===== src/rtl/lsu_pkg.sv =====
// Shared definitions for the load/store unit: load/store type encodings,
// FSM states, byte-enable constants and small decode helpers.
package lsu_pkg;

    localparam int DEF_XLEN       = 32;
    localparam int XREG_ADDRWIDTH = 5;

    // Load type encodings (one-hot, zero = no load)
    localparam logic [4:0] NO_LOAD = 5'b00000;
    localparam logic [4:0] LOAD_B  = 5'b00001;
    localparam logic [4:0] LOAD_H  = 5'b00010;
    localparam logic [4:0] LOAD_W  = 5'b00100;
    localparam logic [4:0] LOAD_BU = 5'b01000;
    localparam logic [4:0] LOAD_HU = 5'b10000;

    // Store type encodings (one-hot, zero = no store)
    localparam logic [2:0] NO_STORE = 3'b000;
    localparam logic [2:0] STORE_B  = 3'b001;
    localparam logic [2:0] STORE_H  = 3'b010;
    localparam logic [2:0] STORE_W  = 3'b100;

    localparam logic [31:0] ZERO_32BIT = 32'h0000_0000;

    // Byte-enable patterns before lane shifting
    localparam logic [3:0] BE_BYTE = 4'b0001;
    localparam logic [3:0] BE_HALF = 4'b0011;
    localparam logic [3:0] BE_WORD = 4'b1111;

    typedef enum logic [1:0] {
        LSU_IDLE = 2'd0,
        LSU_REQ  = 2'd1,
        LSU_WAIT = 2'd2
    } lsu_state_e;

    typedef enum logic [1:0] {
        SIZE_B = 2'd0,
        SIZE_H = 2'd1,
        SIZE_W = 2'd2
    } acc_size_e;

    function automatic logic is_load(input logic [4:0] flag);
        return (flag == LOAD_B) || (flag == LOAD_H) || (flag == LOAD_W) ||
               (flag == LOAD_BU) || (flag == LOAD_HU);
    endfunction

    function automatic logic is_store(input logic [2:0] flag);
        return (flag == STORE_B) || (flag == STORE_H) || (flag == STORE_W);
    endfunction

endpackage


===== src/rtl/lsu_if.sv =====
// Single-port data-memory bus with req/gnt/rvalid handshake.
// master = LSU side, slave = memory side.
interface lsu_if #(
    parameter int XLEN = 32
);
    logic            req;
    logic            we;
    logic [XLEN-1:0] addr;
    logic [3:0]      be;
    logic [XLEN-1:0] wdata;
    logic            gnt;
    logic            rvalid;
    logic [XLEN-1:0] rdata;

    modport master (
        output req, we, addr, be, wdata,
        input  gnt, rvalid, rdata
    );

    modport slave (
        input  req, we, addr, be, wdata,
        output gnt, rvalid, rdata
    );
endinterface


===== src/rtl/lsu_load_align.sv =====
// Load data alignment: picks the addressed byte/halfword out of the
// returned word and sign- or zero-extends it according to the load type.
module lsu_load_align
    import lsu_pkg::*;
#(
    parameter int XLEN = DEF_XLEN
) (
    input  logic [XLEN-1:0] rdata,
    input  logic [1:0]      addr_lo,
    input  logic [4:0]      load_type,
    output logic [XLEN-1:0] data
);

    logic [7:0]  byte_v;
    logic [15:0] half_v;

    assign byte_v = rdata[{addr_lo, 3'b000} +: 8];
    assign half_v = rdata[{addr_lo[1], 4'b0000} +: 16];

    // Extend the selected lane to the register width
    always_comb begin
        // NOTE: default first so every path assigns data; otherwise a latch is inferred.
        data = '0;
        case (load_type)
            LOAD_B:  data = {{(XLEN-8){byte_v[7]}}, byte_v};
            LOAD_BU: data = {{(XLEN-8){1'b0}}, byte_v};
            LOAD_H:  data = {{(XLEN-16){half_v[15]}}, half_v};
            LOAD_HU: data = {{(XLEN-16){1'b0}}, half_v};
            LOAD_W:  data = rdata;
            default: data = '0;
        endcase
    end

endmodule


===== src/rtl/lsu.sv =====
// Load/store unit: memory-access stage after the EXU ALU. Non-memory
// instructions pass through to writeback in one cycle; loads/stores are
// latched, issued on the data bus and retired with a registered result.
// Optional feature: define LSU_MISALIGN_TRAP_EN to trap misaligned
// halfword/word accesses instead of forcing the low address bits to zero.
module lsu
    import lsu_pkg::*;
#(
    parameter int XLEN   = DEF_XLEN,
    parameter int REG_AW = XREG_ADDRWIDTH
) (
    input  logic              clk,
    input  logic              rst,
    input  logic              ex_valid_in,
    input  logic [XLEN-1:0]   alu_result_in,
    input  logic [4:0]        load_flag_in,
    input  logic [2:0]        store_flag_in,
    input  logic [XLEN-1:0]   store_data_in,
    input  logic              rd_en_in,
    input  logic [REG_AW-1:0] rd_addr_in,
    lsu_if.master             mem,
    output logic              wb_valid_out,
    output logic              wb_en_out,
    output logic [REG_AW-1:0] wb_addr_out,
    output logic [XLEN-1:0]   wb_data_out,
    output logic              stall_out,
    output logic              misalign_out
);

    lsu_state_e state, state_next;

    // Latched access
    logic [XLEN-1:0]   addr_q;
    logic [XLEN-1:0]   wdata_q;
    logic [3:0]        be_q;
    logic              we_q;
    logic [4:0]        ld_type_q;
    logic              rd_en_q;
    logic [REG_AW-1:0] rd_addr_q;

    // Incoming access decode
    logic              ld_hit;
    logic              mem_op;
    logic              trap;
    logic              accept;
    acc_size_e         acc_size;
    logic [1:0]        acc_lo;
    logic [3:0]        acc_be;
    logic [XLEN-1:0]   acc_wdata;
    logic [XLEN-1:0]   load_data;

    assign ld_hit = is_load(load_flag_in);
    assign mem_op = ld_hit || is_store(store_flag_in);

    // Access size; a valid load flag takes priority over a store flag
    always_comb begin
        acc_size = SIZE_W;
        if (ld_hit) begin
            case (load_flag_in)
                LOAD_B, LOAD_BU: acc_size = SIZE_B;
                LOAD_H, LOAD_HU: acc_size = SIZE_H;
                default:         acc_size = SIZE_W;
            endcase
        end else begin
            case (store_flag_in)
                STORE_B: acc_size = SIZE_B;
                STORE_H: acc_size = SIZE_H;
                default: acc_size = SIZE_W;
            endcase
        end
    end

`ifdef LSU_MISALIGN_TRAP_EN
    logic misaligned;
    logic misalign_q;

    assign misaligned = ((acc_size == SIZE_H) && alu_result_in[0]) ||
                        ((acc_size == SIZE_W) && (alu_result_in[1:0] != 2'b00));
    assign trap       = (state == LSU_IDLE) && ex_valid_in && mem_op && misaligned;
    assign acc_lo     = alu_result_in[1:0];

    // One-cycle pulse in the cycle after a trapped access
    always_ff @(posedge clk or posedge rst) begin
        if (rst) misalign_q <= 1'b0;
        else     misalign_q <= trap;
    end

    assign misalign_out = misalign_q;
`else
    assign trap = 1'b0;

    // Low address bits below the access size are forced to zero
    always_comb begin
        acc_lo = alu_result_in[1:0];
        case (acc_size)
            SIZE_H:  acc_lo = {alu_result_in[1], 1'b0};
            SIZE_W:  acc_lo = 2'b00;
            default: acc_lo = alu_result_in[1:0];
        endcase
    end

    assign misalign_out = 1'b0;
`endif

    // Byte enables and lane-replicated write data for the incoming access
    always_comb begin
        acc_be    = BE_WORD;
        acc_wdata = store_data_in;
        case (acc_size)
            SIZE_B: begin
                acc_be    = BE_BYTE << acc_lo;
                acc_wdata = {4{store_data_in[7:0]}};
            end
            SIZE_H: begin
                acc_be    = BE_HALF << {acc_lo[1], 1'b0};
                acc_wdata = {2{store_data_in[15:0]}};
            end
            default: begin
                acc_be    = BE_WORD;
                acc_wdata = store_data_in;
            end
        endcase
    end

    assign accept = (state == LSU_IDLE) && ex_valid_in && mem_op && !trap;

    // FSM state register
    always_ff @(posedge clk or posedge rst) begin
        // NOTE: sequential state uses non-blocking assignments so all flops update together.
        if (rst) state <= LSU_IDLE;
        else     state <= state_next;
    end

    // FSM next-state logic
    always_comb begin
        state_next = state;
        case (state)
            LSU_IDLE: if (accept) state_next = LSU_REQ;
            LSU_REQ:  if (mem.gnt) state_next = we_q ? LSU_IDLE : LSU_WAIT;
            LSU_WAIT: if (mem.rvalid) state_next = LSU_IDLE;
            default:  state_next = LSU_IDLE;
        endcase
    end

    // FSM outputs; reset forces both low immediately
    always_comb begin
        mem.req   = 1'b0;
        stall_out = 1'b0;
        if (!rst) begin
            mem.req   = (state == LSU_REQ);
            stall_out = (state != LSU_IDLE) || accept;
        end
    end

    // Capture the accepted access; held stable until the access retires
    always_ff @(posedge clk or posedge rst) begin
        if (rst) begin
            addr_q    <= '0;
            wdata_q   <= '0;
            be_q      <= '0;
            we_q      <= 1'b0;
            ld_type_q <= NO_LOAD;
            rd_en_q   <= 1'b0;
            rd_addr_q <= '0;
        end else if (accept) begin
            addr_q    <= {alu_result_in[XLEN-1:2], acc_lo};
            wdata_q   <= acc_wdata;
            be_q      <= acc_be;
            we_q      <= !ld_hit;
            ld_type_q <= ld_hit ? load_flag_in : NO_LOAD;
            rd_en_q   <= rd_en_in;
            rd_addr_q <= rd_addr_in;
        end
    end

    assign mem.we    = we_q;
    assign mem.addr  = {addr_q[XLEN-1:2], 2'b00};
    assign mem.be    = be_q;
    assign mem.wdata = wdata_q;

    lsu_load_align #(.XLEN(XLEN)) u_load_align (
        .rdata     (mem.rdata),
        .addr_lo   (addr_q[1:0]),
        .load_type (ld_type_q),
        .data      (load_data)
    );

    // Writeback slot: single-cycle valid pulse per retired instruction
    always_ff @(posedge clk or posedge rst) begin
        if (rst) begin
            wb_valid_out <= 1'b0;
            wb_en_out    <= 1'b0;
            wb_addr_out  <= '0;
            wb_data_out  <= '0;
        end else begin
            wb_valid_out <= 1'b0;
            case (state)
                LSU_IDLE: begin
                    if (ex_valid_in && !mem_op) begin
                        wb_valid_out <= 1'b1;
                        wb_en_out    <= rd_en_in;
                        wb_addr_out  <= rd_addr_in;
                        wb_data_out  <= alu_result_in;
                    end else if (trap) begin
                        wb_valid_out <= 1'b1;
                        wb_en_out    <= 1'b0;
                        wb_addr_out  <= rd_addr_in;
                    end
                end
                LSU_REQ: begin
                    if (mem.gnt && we_q) begin
                        wb_valid_out <= 1'b1;
                        wb_en_out    <= 1'b0;
                    end
                end
                LSU_WAIT: begin
                    if (mem.rvalid) begin
                        wb_valid_out <= 1'b1;
                        wb_en_out    <= rd_en_q;
                        wb_addr_out  <= rd_addr_q;
                        wb_data_out  <= load_data;
                    end
                end
                default: ;
            endcase
        end
    end

endmodule


===== src/flat_wrapper.sv =====
// flat-port wrapper written by rule: the top's interface ports become plain ports
module lsu_flat import lsu_pkg::*;
#(
    parameter int XLEN   = DEF_XLEN,
    parameter int REG_AW = XREG_ADDRWIDTH
)
  (clk, rst, ex_valid_in, alu_result_in, load_flag_in, store_flag_in, store_data_in, rd_en_in, rd_addr_in, wb_valid_out, wb_en_out, wb_addr_out, wb_data_out, stall_out, misalign_out, mem_req, mem_we, mem_addr, mem_be, mem_wdata, mem_gnt, mem_rvalid, mem_rdata);
  lsu_if #(.XLEN(XLEN)) mem_i ();
  input  logic clk;
  input  logic rst;
  input  logic ex_valid_in;
  input  logic [XLEN-1:0] alu_result_in;
  input  logic [4:0] load_flag_in;
  input  logic [2:0] store_flag_in;
  input  logic [XLEN-1:0] store_data_in;
  input  logic rd_en_in;
  input  logic [REG_AW-1:0] rd_addr_in;
  output logic wb_valid_out;
  output logic wb_en_out;
  output logic [REG_AW-1:0] wb_addr_out;
  output logic [XLEN-1:0] wb_data_out;
  output logic stall_out;
  output logic misalign_out;
  output wire logic [$bits(mem_i.req)-1:0] mem_req;
  output wire logic [$bits(mem_i.we)-1:0] mem_we;
  output wire logic [$bits(mem_i.addr)-1:0] mem_addr;
  output wire logic [$bits(mem_i.be)-1:0] mem_be;
  output wire logic [$bits(mem_i.wdata)-1:0] mem_wdata;
  input wire logic [$bits(mem_i.gnt)-1:0] mem_gnt;
  input wire logic [$bits(mem_i.rvalid)-1:0] mem_rvalid;
  input wire logic [$bits(mem_i.rdata)-1:0] mem_rdata;
  assign mem_req = mem_i.req;
  assign mem_we = mem_i.we;
  assign mem_addr = mem_i.addr;
  assign mem_be = mem_i.be;
  assign mem_wdata = mem_i.wdata;
  assign mem_i.gnt = mem_gnt;
  assign mem_i.rvalid = mem_rvalid;
  assign mem_i.rdata = mem_rdata;
  lsu #(.XLEN(XLEN), .REG_AW(REG_AW)) u_core (.clk(clk), .rst(rst), .ex_valid_in(ex_valid_in), .alu_result_in(alu_result_in), .load_flag_in(load_flag_in), .store_flag_in(store_flag_in), .store_data_in(store_data_in), .rd_en_in(rd_en_in), .rd_addr_in(rd_addr_in), .mem(mem_i), .wb_valid_out(wb_valid_out), .wb_en_out(wb_en_out), .wb_addr_out(wb_addr_out), .wb_data_out(wb_data_out), .stall_out(stall_out), .misalign_out(misalign_out));
endmodule

===== config.mk =====
export PLATFORM = sky130hd
export DESIGN_NAME = lsu_flat
export DESIGN_NICKNAME = d
export VERILOG_FILES = /design/src/rtl/lsu_pkg.sv /design/src/rtl/lsu_if.sv /design/src/rtl/lsu_load_align.sv /design/src/rtl/lsu.sv /design/src/flat_wrapper.sv
export SDC_FILE = /design/constraint.sdc
export NUM_CORES = 1
export LEC_CHECK = 0
export CORE_MARGIN = 5
export CORE_UTILIZATION = 40
export CTS_BUF_LIST = sky130_fd_sc_hd__clkbuf_16
export DETAILED_ROUTE_END_ITERATION = 7
export GPL_TIMING_DRIVEN = 0
export PLACE_DENSITY = 0.78
export SETUP_SLACK_MARGIN = 0.4
export SYNTH_ARGS = -nofsm -noshare
export SYNTH_HDL_FRONTEND = slang
export SYNTH_SLANG_ARGS = --single-unit

===== constraint.sdc =====
create_clock -name clk -period 5.55 [get_ports clk]
set_input_delay 1.11 -clock clk [delete_from_list [all_inputs] [get_ports clk]]
set_output_delay 1.11 -clock clk [all_outputs]
set_load 0.05 [all_outputs]

==> impl_metrics.yaml <==
placement:
  post-place-ws_ns: 0.0767
  dpl.hpwl_mm: 17.5
  gp_congestion: 0.949
  io_buffers: 221
logic_synthesis:
  yosysWarningCount: 0
  synth-seq-area-share_pct: 45.9
  synth.cell_area_sq_um: 6600
  postSynthAreaPerCell_sq_um: 9.11
  yosys.area.top_type_share_pct: 45.9
  syn_inst: 725
  synth_top_cell_by_area: "dfrtp_1"
  synth_seq_cells: 121
  synthArstFlopShare_pct: 100
  synth_cell_types: 60
  synth_area_leaders: "dfrtp_1, nand2_1, a21oi_1, buf_4, o21ai_0"
  synth-edff-count: 0
  synthTopCellsByCount: "nand2_1, dfrtp_1, a21oi_1"
  synthFlopType: "dfrtp_1"
  yosysMostFrequentCell: "nand2_1"
critical_path:
  worstSetupStartpoint: "load_flag_in[4]"
  cp_max_fo: 10
  worstPathCellList: "clkdlybuf4s50_1 > maj3_2 > nor4_4 > o311ai_2 > buf_2 > buf_2 > a21oi_1 > clkdlybuf4s15_1"
  cp.arrival_ns: 3.88
  crit_type: "input pin to output pin"
  critical_path_required_ns: 4.44
  critical_path.endpoint_type: "output pin"
  cpPeakStageDelay_ns: 0.56
  crit_path_frequent_cell: "buf_2"
  cp-start-kind: "input pin"
  r2r_start: "u_core.ld_type_q[1]"
  slowest_stage: "clkdlybuf4s50_1"
floorplan:
  die_x_microns: 138
  io_pins: 226
  core_area_sq_um: 16400
  fp.dieH_microns: 138
  die-area_sq_um: 19200
  start_util_pct: 40.2
  rows: 47
flow_run:
  drv_cap: 0
power_and_ir_drop:
  power_density_nw_per_um2: 639
  p_leak_nw: 4.04
  ir_worst_vdd_mv: 0.335
clock_tree:
  clock_sinks: 121
  clock_path_buffers: 2
  root_buffer: "clkbuf_16"
  h-tree-depth: 4
  cts_tree: "done"
  clkLatencyLatePin_ns: 0.43
  numCtsBuffers: 17
  path_clk_slew_ns: 0.05
worst_hold_path:
  hp-start: "u_core.mem.wdata[14]"
  hold_class: "register to register"
detailed_routing:
  wire_per_inst_microns: 19.0
  top_layer_used: "met4"
  drtAntennaViolNets: 0
  wl_met1_mm: 9.17
  route.detailed.drc: 0
  viasPerCell: 5.32
  wl_met2_mm: 10.8
  wl_met3_mm: 2.37
  firstDrtPassIters: 6
  initialDrtViolationCount: 320
  wirelength_mm: 22.8
  vias: 6392
global_route:
  overflow: 0
  grt_pass1_wl_mm: 35.6
  grt_pass1_vias: 6327
  grt.total_usage_pct: 23.4
  grt_max_degree: 87
  antenna_found_initial: 0
timing:
  max_slew_margin_pct: 45.2
  grt_setup_unrepaired: "no"
  setup_ws_ns: 0.556
  timing.fmax_mhz: 200
  period_needed_ns: 4.99
  fin_hold_ws_ns: 0.473
  final_hold_viol_count: 0
  maxSlewViolCount: 0
  tightestPinTransition_ns: 0.814
  min_period_over_period_pct: 90.0
  setup_viol: 0
  clock_skew_ns: 0.0117
finish:
  drive_above_1_share_pct: 10.1
  insertedDiodeCount: 0
  area_delta_synth_final_pct: 46.1
  utilization_pct: 58.8
  nets: 1089
  fill_cells: 1459
outcome:
  outcome: "complete, no violations"
==> final timing paths <==
check	slack, ns	to	cells after the start
max in group asynchronous	3.72	u_core.wb_data_out[10]	3
min reg2reg	0.47	u_core.mem.wdata[14]	2
max	0.56	stall_out	8
max reg2reg	3.13	u_core.wb_data_out[2]	7
min in group asynchronous	1.11	u_core.mem.wdata[30]	2
min	0.47	u_core.mem.wdata[14]	2
==> registers in the layout, summed over array words and instances (netlist names) <==
register             flops
u_core.mem.wdata        32
u_core.wb_addr_out       5
u_core.rd_en_q           1
u_core.state             2
u_core.mem.be            4
u_core.ld_type_q         5
u_core.wb_valid_out      1
u_core.wb_data_out      32
u_core.wb_en_out         1
u_core.addr_q           32
u_core.mem.we            1
u_core.rd_addr_q         5
==> power breakdown <==
| part | internal (W) | leakage [nW] | total (W) | switching [W] |
|---|---|---|---|---|
| logic | 0.00131 | 2.32 | 0.00365 | 0.00234 |
| clock network | 0.000559 | 0.260 | 0.000969 | 0.000410 |
| registers | 0.00130 | 1.47 | 0.00155 | 0.000244 |
| total | 0.00317 | 4.04 | 0.00616 | 0.00299 |
==> critical path, delay by kind of cell <==
kind | cells | cell delay (ns)
and+or+nand+nor | 1 | 0.46
adders and majority gates | 1 | 0.41
AOI/OAI and AO/OA | 2 | 0.35
buffers and inverters | 4 | 1.54
==> placed cells by master, fill, tap and decap left out, types with 17 or more instances in the layout <==
master,n
a21oi_1,51
buf_4,34
clkbuf_1,39
clkbuf_16,17
clkdlybuf4s50_1,220
dfrtp_1,121
inv_1,39
nand2_1,128
nor2_1,41
o21ai_0,40
o31ai_1,18
==> per-stage QoR <==
stage	total power, W	cells	cell area [sq um]	TNS (ns)
CTS	0.00619	1201	9640	0
finish	0.00616	1201	9640	0
detailed placement	0.00521	1169	9130	0
global route	0.00647	1201	9640	0
floorplan	0.00399	727	6610	0
global placement	0.00516	1168	9100	-91.69
==> cell type report <==
cell class	count	area, sq um	area share (%)
multi-input cells	478	2940	30.4
plain buffers	90	503	5.22
repair buffers	222	2240	23.2
clock buffers	17	425	4.41
inverters	38	148	1.53
flip-flops and latches	121	3030	31.4
well taps	220	275	2.85
clock inverters	15	88.8	0.921
==> metal layers <==
metal | vias to the layer above | GRT usage [%]
li1 | 3031 | -
met1 | 3044 | 28.8
met2 | 288 | 39.4
met3 | 29 | 7.84
met4 | 0 | 6.97
met5 | - | 0
==> kinds of logic after synthesis <==
kind of cell / after synthesis / share of synthesized area [%]
muxes: 29 / 4.87
AOI/OAI and AO/OA: 217 / 22.3
other: 1 / 0.0568
DFF: 121 / 45.9
xor gates and xnor gates: 6 / 0.796
adders and majority gates: 7 / 1.31
buffers and inverters: 128 / 9.76
and+or+nand+nor: 216 / 15.0
==> what timing repair did <==
item | 4_1_cts | 5_1_grt
endpoints found under the setup margin | 1 | 1
buffers inserted | 0 | 0
resized for setup | 2 | 1
hold buffers | 0 | 0
No activity file was read; power rests on OpenSTA's default activity.
